### src/rtl/trig_id_tx_pkg.sv
// Shared trigger-link definitions: FSM state encodings and parameter defaults
// common to the transmit and receive ends of the trigger link.
package trig_id_tx_pkg;

  typedef enum logic [2:0] {
    ST_IDLE   = 3'd0,
    ST_ARM    = 3'd1,
    ST_TRIG   = 3'd2,
    ST_SHIFT  = 3'd3,
    ST_PARITY = 3'd4,
    ST_GAP    = 3'd5
  } tx_state_t;

  localparam int ID_WIDTH_DEF  = 16;
  localparam int TRIG_BITS_DEF = 1;
  localparam int GAP_BITS_DEF  = 2;

  function automatic int max_int(input int a, input int b);
    return (a > b) ? a : b;
  endfunction

endpackage

### src/rtl/trig_id_tx_if.sv
// Trigger-ID request handshake: the requester drives id_valid/id_data,
// the transmitter answers with id_ready.
interface trig_id_tx_if
  import trig_id_tx_pkg::*;
#(
  parameter int ID_WIDTH = ID_WIDTH_DEF
) ();

  logic                id_valid;
  logic [ID_WIDTH-1:0] id_data;
  logic                id_ready;

  modport master (output id_valid, output id_data, input id_ready);
  modport slave  (input id_valid, input id_data, output id_ready);

endinterface

### src/rtl/trig_id_shreg.sv
// Parallel-load, MSB-out shift register with saturating bit counter and a
// running parity of the bits already shifted out.
module trig_id_shreg
  import trig_id_tx_pkg::*;
#(
  parameter int ID_WIDTH = ID_WIDTH_DEF
) (
  input  logic                clk,
  input  logic                reset,
  input  logic                load,
  input  logic [ID_WIDTH-1:0] load_data,
  input  logic                shift,
  output logic                bit_out,
  output logic                last
);

  localparam int               CNT_W   = $clog2(ID_WIDTH + 1);
  localparam logic [CNT_W-1:0] CNT_MAX = CNT_W'(ID_WIDTH);

  logic [ID_WIDTH-1:0] sr;
  logic                par;
  logic [CNT_W-1:0]    cnt;

  function automatic logic [CNT_W-1:0] sat_inc(input logic [CNT_W-1:0] v);
    return (v == CNT_MAX) ? v : v + 1'b1;
  endfunction

  always_ff @(posedge clk) begin
    if (load) begin
      sr  <= load_data;
      par <= 1'b0;
    end else if (shift) begin
      sr  <= {sr[ID_WIDTH-2:0], 1'b0};
      par <= par ^ sr[ID_WIDTH-1];
    end
  end

  always_ff @(posedge clk) begin
    if (reset)      cnt <= '0;
    else if (load)  cnt <= '0;
    else if (shift) cnt <= sat_inc(cnt);
  end

  // Once every ID bit has been launched the next bit on the line is the parity.
  assign last    = (cnt == CNT_MAX);
  assign bit_out = last ? par : sr[ID_WIDTH-1];

endmodule

### src/rtl/trig_id_tx.sv
// Trigger-link transmitter: trigger pulse followed by a serial ID, MSB first,
// paced by bit-clock rising-edge strobes. Define TRIG_ID_TX_PARITY_EN to append an even-parity bit.
module trig_id_tx
  import trig_id_tx_pkg::*;
#(
  parameter int ID_WIDTH  = ID_WIDTH_DEF,
  parameter int TRIG_BITS = TRIG_BITS_DEF,
  parameter int GAP_BITS  = GAP_BITS_DEF
) (
  input  logic         clk,
  input  logic         reset,
  input  logic         bit_rise,
  input  logic         veto,
  trig_id_tx_if.slave  id_if,
  output logic         trig_out,
  output logic         trig_id_out,
  output logic         busy,
  output logic         frame_done,
  output logic         frame_vetoed
);

  localparam int               PER_MAX   = max_int(max_int(TRIG_BITS, GAP_BITS), 1);
  localparam int               PER_W     = $clog2(PER_MAX + 1);
  localparam logic [PER_W-1:0] TRIG_LAST = PER_W'(TRIG_BITS - 1);
  localparam logic [PER_W-1:0] GAP_LAST  = PER_W'(max_int(GAP_BITS, 1) - 1);

  tx_state_t        state;
  logic [PER_W-1:0] per_cnt;
  logic             load;
  logic             shift;
  logic             bit_out;
  logic             last;

  assign load  = (state == ST_IDLE) && id_if.id_valid && id_if.id_ready;
  assign shift = bit_rise && (((state == ST_TRIG) && (per_cnt == TRIG_LAST)) ||
                              ((state == ST_SHIFT) && !last));

  trig_id_shreg #(.ID_WIDTH(ID_WIDTH)) u_shreg (
    .clk       (clk),
    .reset     (reset),
    .load      (load),
    .load_data (id_if.id_data),
    .shift     (shift),
    .bit_out   (bit_out),
    .last      (last)
  );

  always_ff @(posedge clk) begin
    if (reset) begin
      state          <= ST_IDLE;
      per_cnt        <= '0;
      trig_out       <= 1'b0;
      trig_id_out    <= 1'b0;
      busy           <= 1'b0;
      frame_done     <= 1'b0;
      frame_vetoed   <= 1'b0;
      id_if.id_ready <= 1'b1;
    end else begin
      frame_done   <= 1'b0;
      frame_vetoed <= 1'b0;
      case (state)
        // A strobe coinciding with the accept is deliberately not consumed here.
        ST_IDLE: if (load) begin
          state          <= ST_ARM;
          busy           <= 1'b1;
          id_if.id_ready <= 1'b0;
        end
        ST_ARM: if (bit_rise) begin
          per_cnt <= '0;
          if (veto) begin
            frame_vetoed <= 1'b1;
            if (GAP_BITS == 0) begin
              state <= ST_IDLE; busy <= 1'b0; id_if.id_ready <= 1'b1;
            end else state <= ST_GAP;
          end else begin
            trig_out <= 1'b1;
            state    <= ST_TRIG;
          end
        end
        ST_TRIG: if (bit_rise) begin
          if (per_cnt == TRIG_LAST) begin
            trig_out    <= 1'b0;
            trig_id_out <= bit_out;
            per_cnt     <= '0;
            state       <= ST_SHIFT;
          end else per_cnt <= per_cnt + 1'b1;
        end
        ST_SHIFT: if (bit_rise) begin
          if (!last) trig_id_out <= bit_out;
          else begin
`ifdef TRIG_ID_TX_PARITY_EN
            trig_id_out <= bit_out;
            state       <= ST_PARITY;
`else
            trig_id_out <= 1'b0;
            frame_done  <= 1'b1;
            if (GAP_BITS == 0) begin
              state <= ST_IDLE; busy <= 1'b0; id_if.id_ready <= 1'b1;
            end else state <= ST_GAP;
`endif
          end
        end
        ST_PARITY: if (bit_rise) begin
          trig_id_out <= 1'b0;
          frame_done  <= 1'b1;
          if (GAP_BITS == 0) begin
            state <= ST_IDLE; busy <= 1'b0; id_if.id_ready <= 1'b1;
          end else state <= ST_GAP;
        end
        ST_GAP: if (bit_rise) begin
          if (per_cnt == GAP_LAST) begin
            state          <= ST_IDLE;
            busy           <= 1'b0;
            id_if.id_ready <= 1'b1;
          end else per_cnt <= per_cnt + 1'b1;
        end
        default: state <= ST_IDLE;
      endcase
    end
  end

endmodule

### src/flat_wrapper.sv
// flat-port wrapper written by rule: the top's interface ports become plain ports
module trig_id_tx_flat import trig_id_tx_pkg::*;
#(
  parameter int ID_WIDTH  = ID_WIDTH_DEF,
  parameter int TRIG_BITS = TRIG_BITS_DEF,
  parameter int GAP_BITS  = GAP_BITS_DEF
)
  (clk, reset, bit_rise, veto, trig_out, trig_id_out, busy, frame_done, frame_vetoed, id_if_id_valid, id_if_id_data, id_if_id_ready);
  trig_id_tx_if #(.ID_WIDTH(ID_WIDTH)) id_if_i ();
  input  logic clk;
  input  logic reset;
  input  logic bit_rise;
  input  logic veto;
  output logic trig_out;
  output logic trig_id_out;
  output logic busy;
  output logic frame_done;
  output logic frame_vetoed;
  input wire logic [$bits(id_if_i.id_valid)-1:0] id_if_id_valid;
  input wire logic [$bits(id_if_i.id_data)-1:0] id_if_id_data;
  output wire logic [$bits(id_if_i.id_ready)-1:0] id_if_id_ready;
  assign id_if_i.id_valid = id_if_id_valid;
  assign id_if_i.id_data = id_if_id_data;
  assign id_if_id_ready = id_if_i.id_ready;
  trig_id_tx #(.ID_WIDTH(ID_WIDTH), .TRIG_BITS(TRIG_BITS), .GAP_BITS(GAP_BITS)) u_core (.clk(clk), .reset(reset), .bit_rise(bit_rise), .veto(veto), .id_if(id_if_i), .trig_out(trig_out), .trig_id_out(trig_id_out), .busy(busy), .frame_done(frame_done), .frame_vetoed(frame_vetoed));
endmodule
### config.mk
export PLATFORM = sky130hd
export DESIGN_NAME = trig_id_tx_flat
export DESIGN_NICKNAME = d
export VERILOG_FILES = /design/src/rtl/trig_id_tx_pkg.sv /design/src/rtl/trig_id_tx_if.sv /design/src/rtl/trig_id_shreg.sv /design/src/rtl/trig_id_tx.sv /design/src/flat_wrapper.sv
export SDC_FILE = /design/constraint.sdc
export NUM_CORES = 1
export LEC_CHECK = 0
export BUFFER_PORTS_ARGS = -buffer_cell sky130_fd_sc_hd__buf_4
export CORE_ASPECT_RATIO = 2
export CORE_MARGIN = 2
export CORE_UTILIZATION = 40
export DETAILED_ROUTE_END_ITERATION = 16
export PLACE_DENSITY = 0.64
export SYNTH_ARGS = -nofsm -noshare
export SYNTH_HDL_FRONTEND = slang
export SYNTH_HIERARCHICAL = 1
export SYNTH_SLANG_ARGS = --single-unit
### constraint.sdc
create_clock -name clk -period 2.32 [get_ports clk]
set_input_delay 0.232 -clock clk [delete_from_list [all_inputs] [get_ports clk]]
set_output_delay 0.232 -clock clk [all_outputs]
set_load 0.02 [all_outputs]
---- Word-level counts from Yosys, hierarchy flattened ----
Cells that the tools add are included.
storage, ports and cells
  register bits ........................... 33
  latch bits .............................. 0
  bits in writable memories ............... 0
  ROM bits ................................ 0
  input port bits ......................... 21
  word-level logic and storage cells ...... 101
  memories kept ........................... 0
cells by class
  $add $sub $neg .......................... 2
  multiply operators ...................... 0
  divide/modulo/power cells ............... 0
  $lt $le $gt $ge ......................... 0
  eq/ne operators ......................... 18
  shifts and indexed selects .............. 0
  multiplexer cells ....................... 44
  bitwise gates (word level) .............. 4
  reductions and logical operators ........ 22
operators with widths
  kind                                                                      count
  16-bit 2-to-1 mux                                                         2
  3-bit 2-to-1 mux                                                          10
  1-bit 2-to-1 mux                                                          20
  3-bit case mux with 6 select lines                                        1
  2-bit inequality test (second input constant)                             8
  5-bit AND reduction                                                       3
  2-bit 2-to-1 mux                                                          5
  9-bit AND reduction                                                       1
  1-bit case mux with 2 select lines                                        4
  3-bit by 2-bit == test with 1-bit output (second input constant)          2
  3-bit == test (second input constant)                                     2
  2-bit by 1-bit inequality test with 1-bit output (second input constant)  3
  2-bit case mux with 3 select lines                                        1
  2-bit nonzero test                                                        3
  3-bit nonzero test                                                        2
  5-bit by 1-bit adder with 5-bit output (second input constant)            1
  5-bit == test (second input constant)                                     1
  1-bit logical AND                                                         5
  4-bit AND reduction                                                       1
  3-bit by 1-bit == test with 1-bit output (second input constant)          1
  3-bit zero test                                                           1
  1-bit inverter                                                            3
  1-bit case mux with 3 select lines                                        1
  3-bit OR reduction                                                        1
  8 further kinds                                                           8

---- Depth between registers and ports, before layout ----
  depth after elaboration ................. 7
  gate-level depth with buffers ........... 9
  depth with buffers taken out ............ 8

---- By module ----
Netlist, hierarchy kept.
by module, submodules not included
  module         instances  cells an instance  area an instance (um^2)  seq. area each (um^2)
  trig_id_shreg  1          69                 979.7                    600.6
  trig_id_tx     1          84                 695.7                    220.2

---- Worst setup path before layout ----
Ideal clock, no wire load.
  kind .................................... register -> register
  from .................................... reg, netlist name u_core/u_shreg/cnt[0]
  to ...................................... reg u_core.trig_out
  library setup time ...................... 0.086 ns
  arrival time ............................ 1.897 ns
  setup slack ............................. 0.337 ns
  stages on the path, launching flop included .. 9
  path buffers ............................ 1
  period minus slack after synthesis ...... 1.983 ns
  cells stage by stage .................... dfxtp_1 -> inv_1 -> ha_1 -> nor4bb_1 -> buf_6 -> nand3b_1 -> nand2_1 -> or4_4 -> a221oi_2
RTL lines
  element                 line              text
  end signal: assignment  trig_id_tx.sv:52  trig_out <= 1'b0;
  end signal: assignment  trig_id_tx.sv:76  trig_out <= 1'b1;
  end signal: assignment  trig_id_tx.sv:82  trig_out <= 1'b0;
  end: declaration        trig_id_tx.sv:15  output logic trig_out,

==> metrics <==
syn_area_per_cell=between 10 and 15 um2; total global-route track usage=14.6%; Final period util=89.3%; async set or reset register ratio after synthesis=0%; yosys warns=6; Die Ht=95.5 um; Overflow after GRT=0; Die X=approximately 50 um; Hold Crit Class=input port to flip-flop; CP max stage delay=500 ps; NumNets Final=between 200 and 250; drt initial violations=29; clk buf depth=2; worst setup margin=247 ps; worst r2r src=u_core/u_shreg/cnt[0]; Clock Tree Root=clkbuf_8; Antenna Nets Post-Route=0; largest net degree at the start of global routing=22; Pre-Repair DR Iteration Count=4; unrepaired setup endpoints after global routing=no; share of cells above drive strength 1=34.4%; Tot Pwr=0.00216 W; max_slew headroom=64.5%; worst slew pin tran=532 ps; CTS tree=done; max-cap violations=0; Reg area=between 800 and 900 um2; Area growth syn-to-layout=20.1%; setup TNS=0 ps; fmax=482 MHz; FF-to-FF path depth=7; Placer Congestion=between 0.7 and 0.8; Rows=33; ys flop type=dfxtp_1; cell chain of the critical path=inv_1 > ha_1 > nor4bb_2 > nand3b_1 > nand2_1 > or4_4 > a221oi_2; WL per Instance=13.7 um; CTS buffer count=5; Leakage=0.771 nW; Reg clk slew, reported paths=70 ps; crit path DAT=between 2000 and 2500 ps; Ant. Diodes=0; Worst Hold Launch=reset; RR Endpoint=u_core/trig_out; Initial Utilization=41.4%; Multi-input gate area=785 um2; worst hold slack=227 ps; Crit path required time=roughly 2500 ps; Yosys top cell area share=28.7%; Crit. End Element=flip-flop; Final Hold Vio Count=0; vias in the first global route=1,204; status=finished, final reports clean; H-tree depth=2; Port Buffer Count=26; IO Count=27; critical path class=flip-flop to flip-flop; clock sinks=33; WHS Path Cells=2; Reg2Reg Setup Slack=250 ps; Clock Skew=around 7.7 ps; Post-synth EDFFs=16; register area share after synthesis=between 40 and 50%; min Tclk post-route=2070 ps; fillers=401; mapped cell area=1680 um2; Hold Path End=u_core/per_cnt[1]; initial antenna violation count=0; Post-Synthesis Cells=153; Final Setup Violations=0; peak fanout along the critical path=4; vias per cell=5.24; CP startpoint kind=flip-flop; Power Density=1080 nW/um2; Seq cells post-synth=33; final wirelength=3220 um; Post-CTS Setup Bufs=0; DRC=0; post-route core utilization=49.7%; core footprint=4050 um2; Cell variety after synth=43; Syn Nets=179; Vias=1,231; Slew Limit Fails=0; top post-synthesis cells by area=edfxtp_1 29%, dfxtp_1 20%, mux2_2 11%; Max VDD drop=between 700 and 800 uV; worst skew pair latency=280 ps; global-route wire length before repair=5260 um; post-synth top area cell=edfxtp_1; Die ar.=4750 um2; Place WS=135 ps; Crit-path slowest cell=or4_4; hpwl dp=about 2400 um
## kinds of logic after synthesis
kind of cell    count (synthesis)  share of synthesized area, %
simple gates                   48                          17.3
flops                          33                          49.0
compound gates                 31                          12.2
mux                            17                          11.4
buf+inv                        16                          4.85
fa+ha+maj                       5                          3.73
xor+xnor                        3                          1.57
## flip-flops by register name, indices dropped and copies added, names as in the netlist
register and count:
u_core/trig_id_out 1, u_core/busy 1, u_core/u_shreg/cnt 5, u_core/per_cnt 2, u_core/state 3, u_core/frame_vetoed 1
u_core/trig_out 1, u_core/id_if.id_ready 1, u_core/frame_done 1, u_core/u_shreg/par 1, u_core/u_shreg/sr 16
## repair_timing
action	in CTS	in global routing
resized for setup	0	1
endpoints found under the setup margin	0	17
hold endpoints to repair	0	0
hold buffers	0	0
## final cells by class
type / count / area share (%)
Timing Repair Buffer: 30 / 11.2
Inverter: 8 / 1.49
Clock buffer: 5 / 3.42
Clock inverter: 3 / 0.871
Tap cell: 52 / 3.23
Sequential cell: 33 / 40.8
Multi-Input combinational cell: 104 / 39.0
## cells in the final DEF (no fill, tap or decap), types with 3 or more instances in the layout
cell type  netlist  layout
nand2_1         10      10
o21ai_0          5       5
edfxtp_1        16      16
dfxtp_1         17      17
buf_4            0      30
clkbuf_8         0       5
ha_1             5       5
nor2_1           8       8
a21oi_1          9       9
nor2b_1          3       3
or2_2            3       3
inv_1            8       8
xor2_1           3       3
mux2_2          16      16
## how the worst max path moves through the flow
stage | startpoint | end | slack [ps] | cells after the start
finish | u_core/u_shreg/cnt[0] | u_core/trig_out | 250 | 7
global route | u_core/u_shreg/cnt[0] | u_core/trig_out | 80 | 7
CTS | u_core/u_shreg/cnt[0] | u_core/trig_out | 120 | 7
detailed placement | u_core/u_shreg/cnt[0] | u_core/trig_out | 140 | 7
global placement | u_core/u_shreg/cnt[0] | u_core/trig_out | 180 | 7
floorplan | u_core/u_shreg/cnt[0] | u_core/trig_out | 340 | 8
## worst max-delay path, delay by kind of cell, from the launching register on
kind | cells | cell delay, ps
flops | 1 | 330
fa+ha+maj | 1 | 130
compound gates | 1 | 270
simple gates | 4 | 1180
buf+inv | 1 | 80
## metal layers
layer / up-vias / global-route usage, % / wire [um]
met5: - / 0 / 0
met4: 0 / 7.64 / 80
met3: 9 / 3.45 / 144
met2: 33 / 27.2 / 1720
met1: 576 / 14.5 / 1280
li1: 613 / - / -
## stage by stage
step	instances	instance area [um2]
floorplan	153	1680
global placement	227	1920
detailed placement	227	1920
CTS	235	2010
global route	235	2010
finish	235	2010
## report_power, final
group / internal [W] / switching, W
combinational: 0.000386 / 0.000389
sequential: 0.000845 / 0.000128
clock: 0.000207 / 0.000210
## synthesized netlist by cell type (2+ instances only)
cell type and n:
dfxtp_1 17, edfxtp_1 16, mux2_2 16, nand2_1 10
a21oi_1 9, inv_1 8, nor2_1 8, buf_2 5
ha_1 5, o21ai_0 5, nor2b_1 3, nor3_1 3
or2_2 3, xor2_1 3, a211oi_1 2, a21o_1 2
a31oi_1 2, buf_6 2, nand2b_1 2, nand4_1 2
nand4b_1 2, nor3b_1 2, nor4_1 2, nor4bb_1 2
o211ai_1 2, o31ai_1 2, or3_1 2
Note: power is estimated with default switching activity, not from simulation.
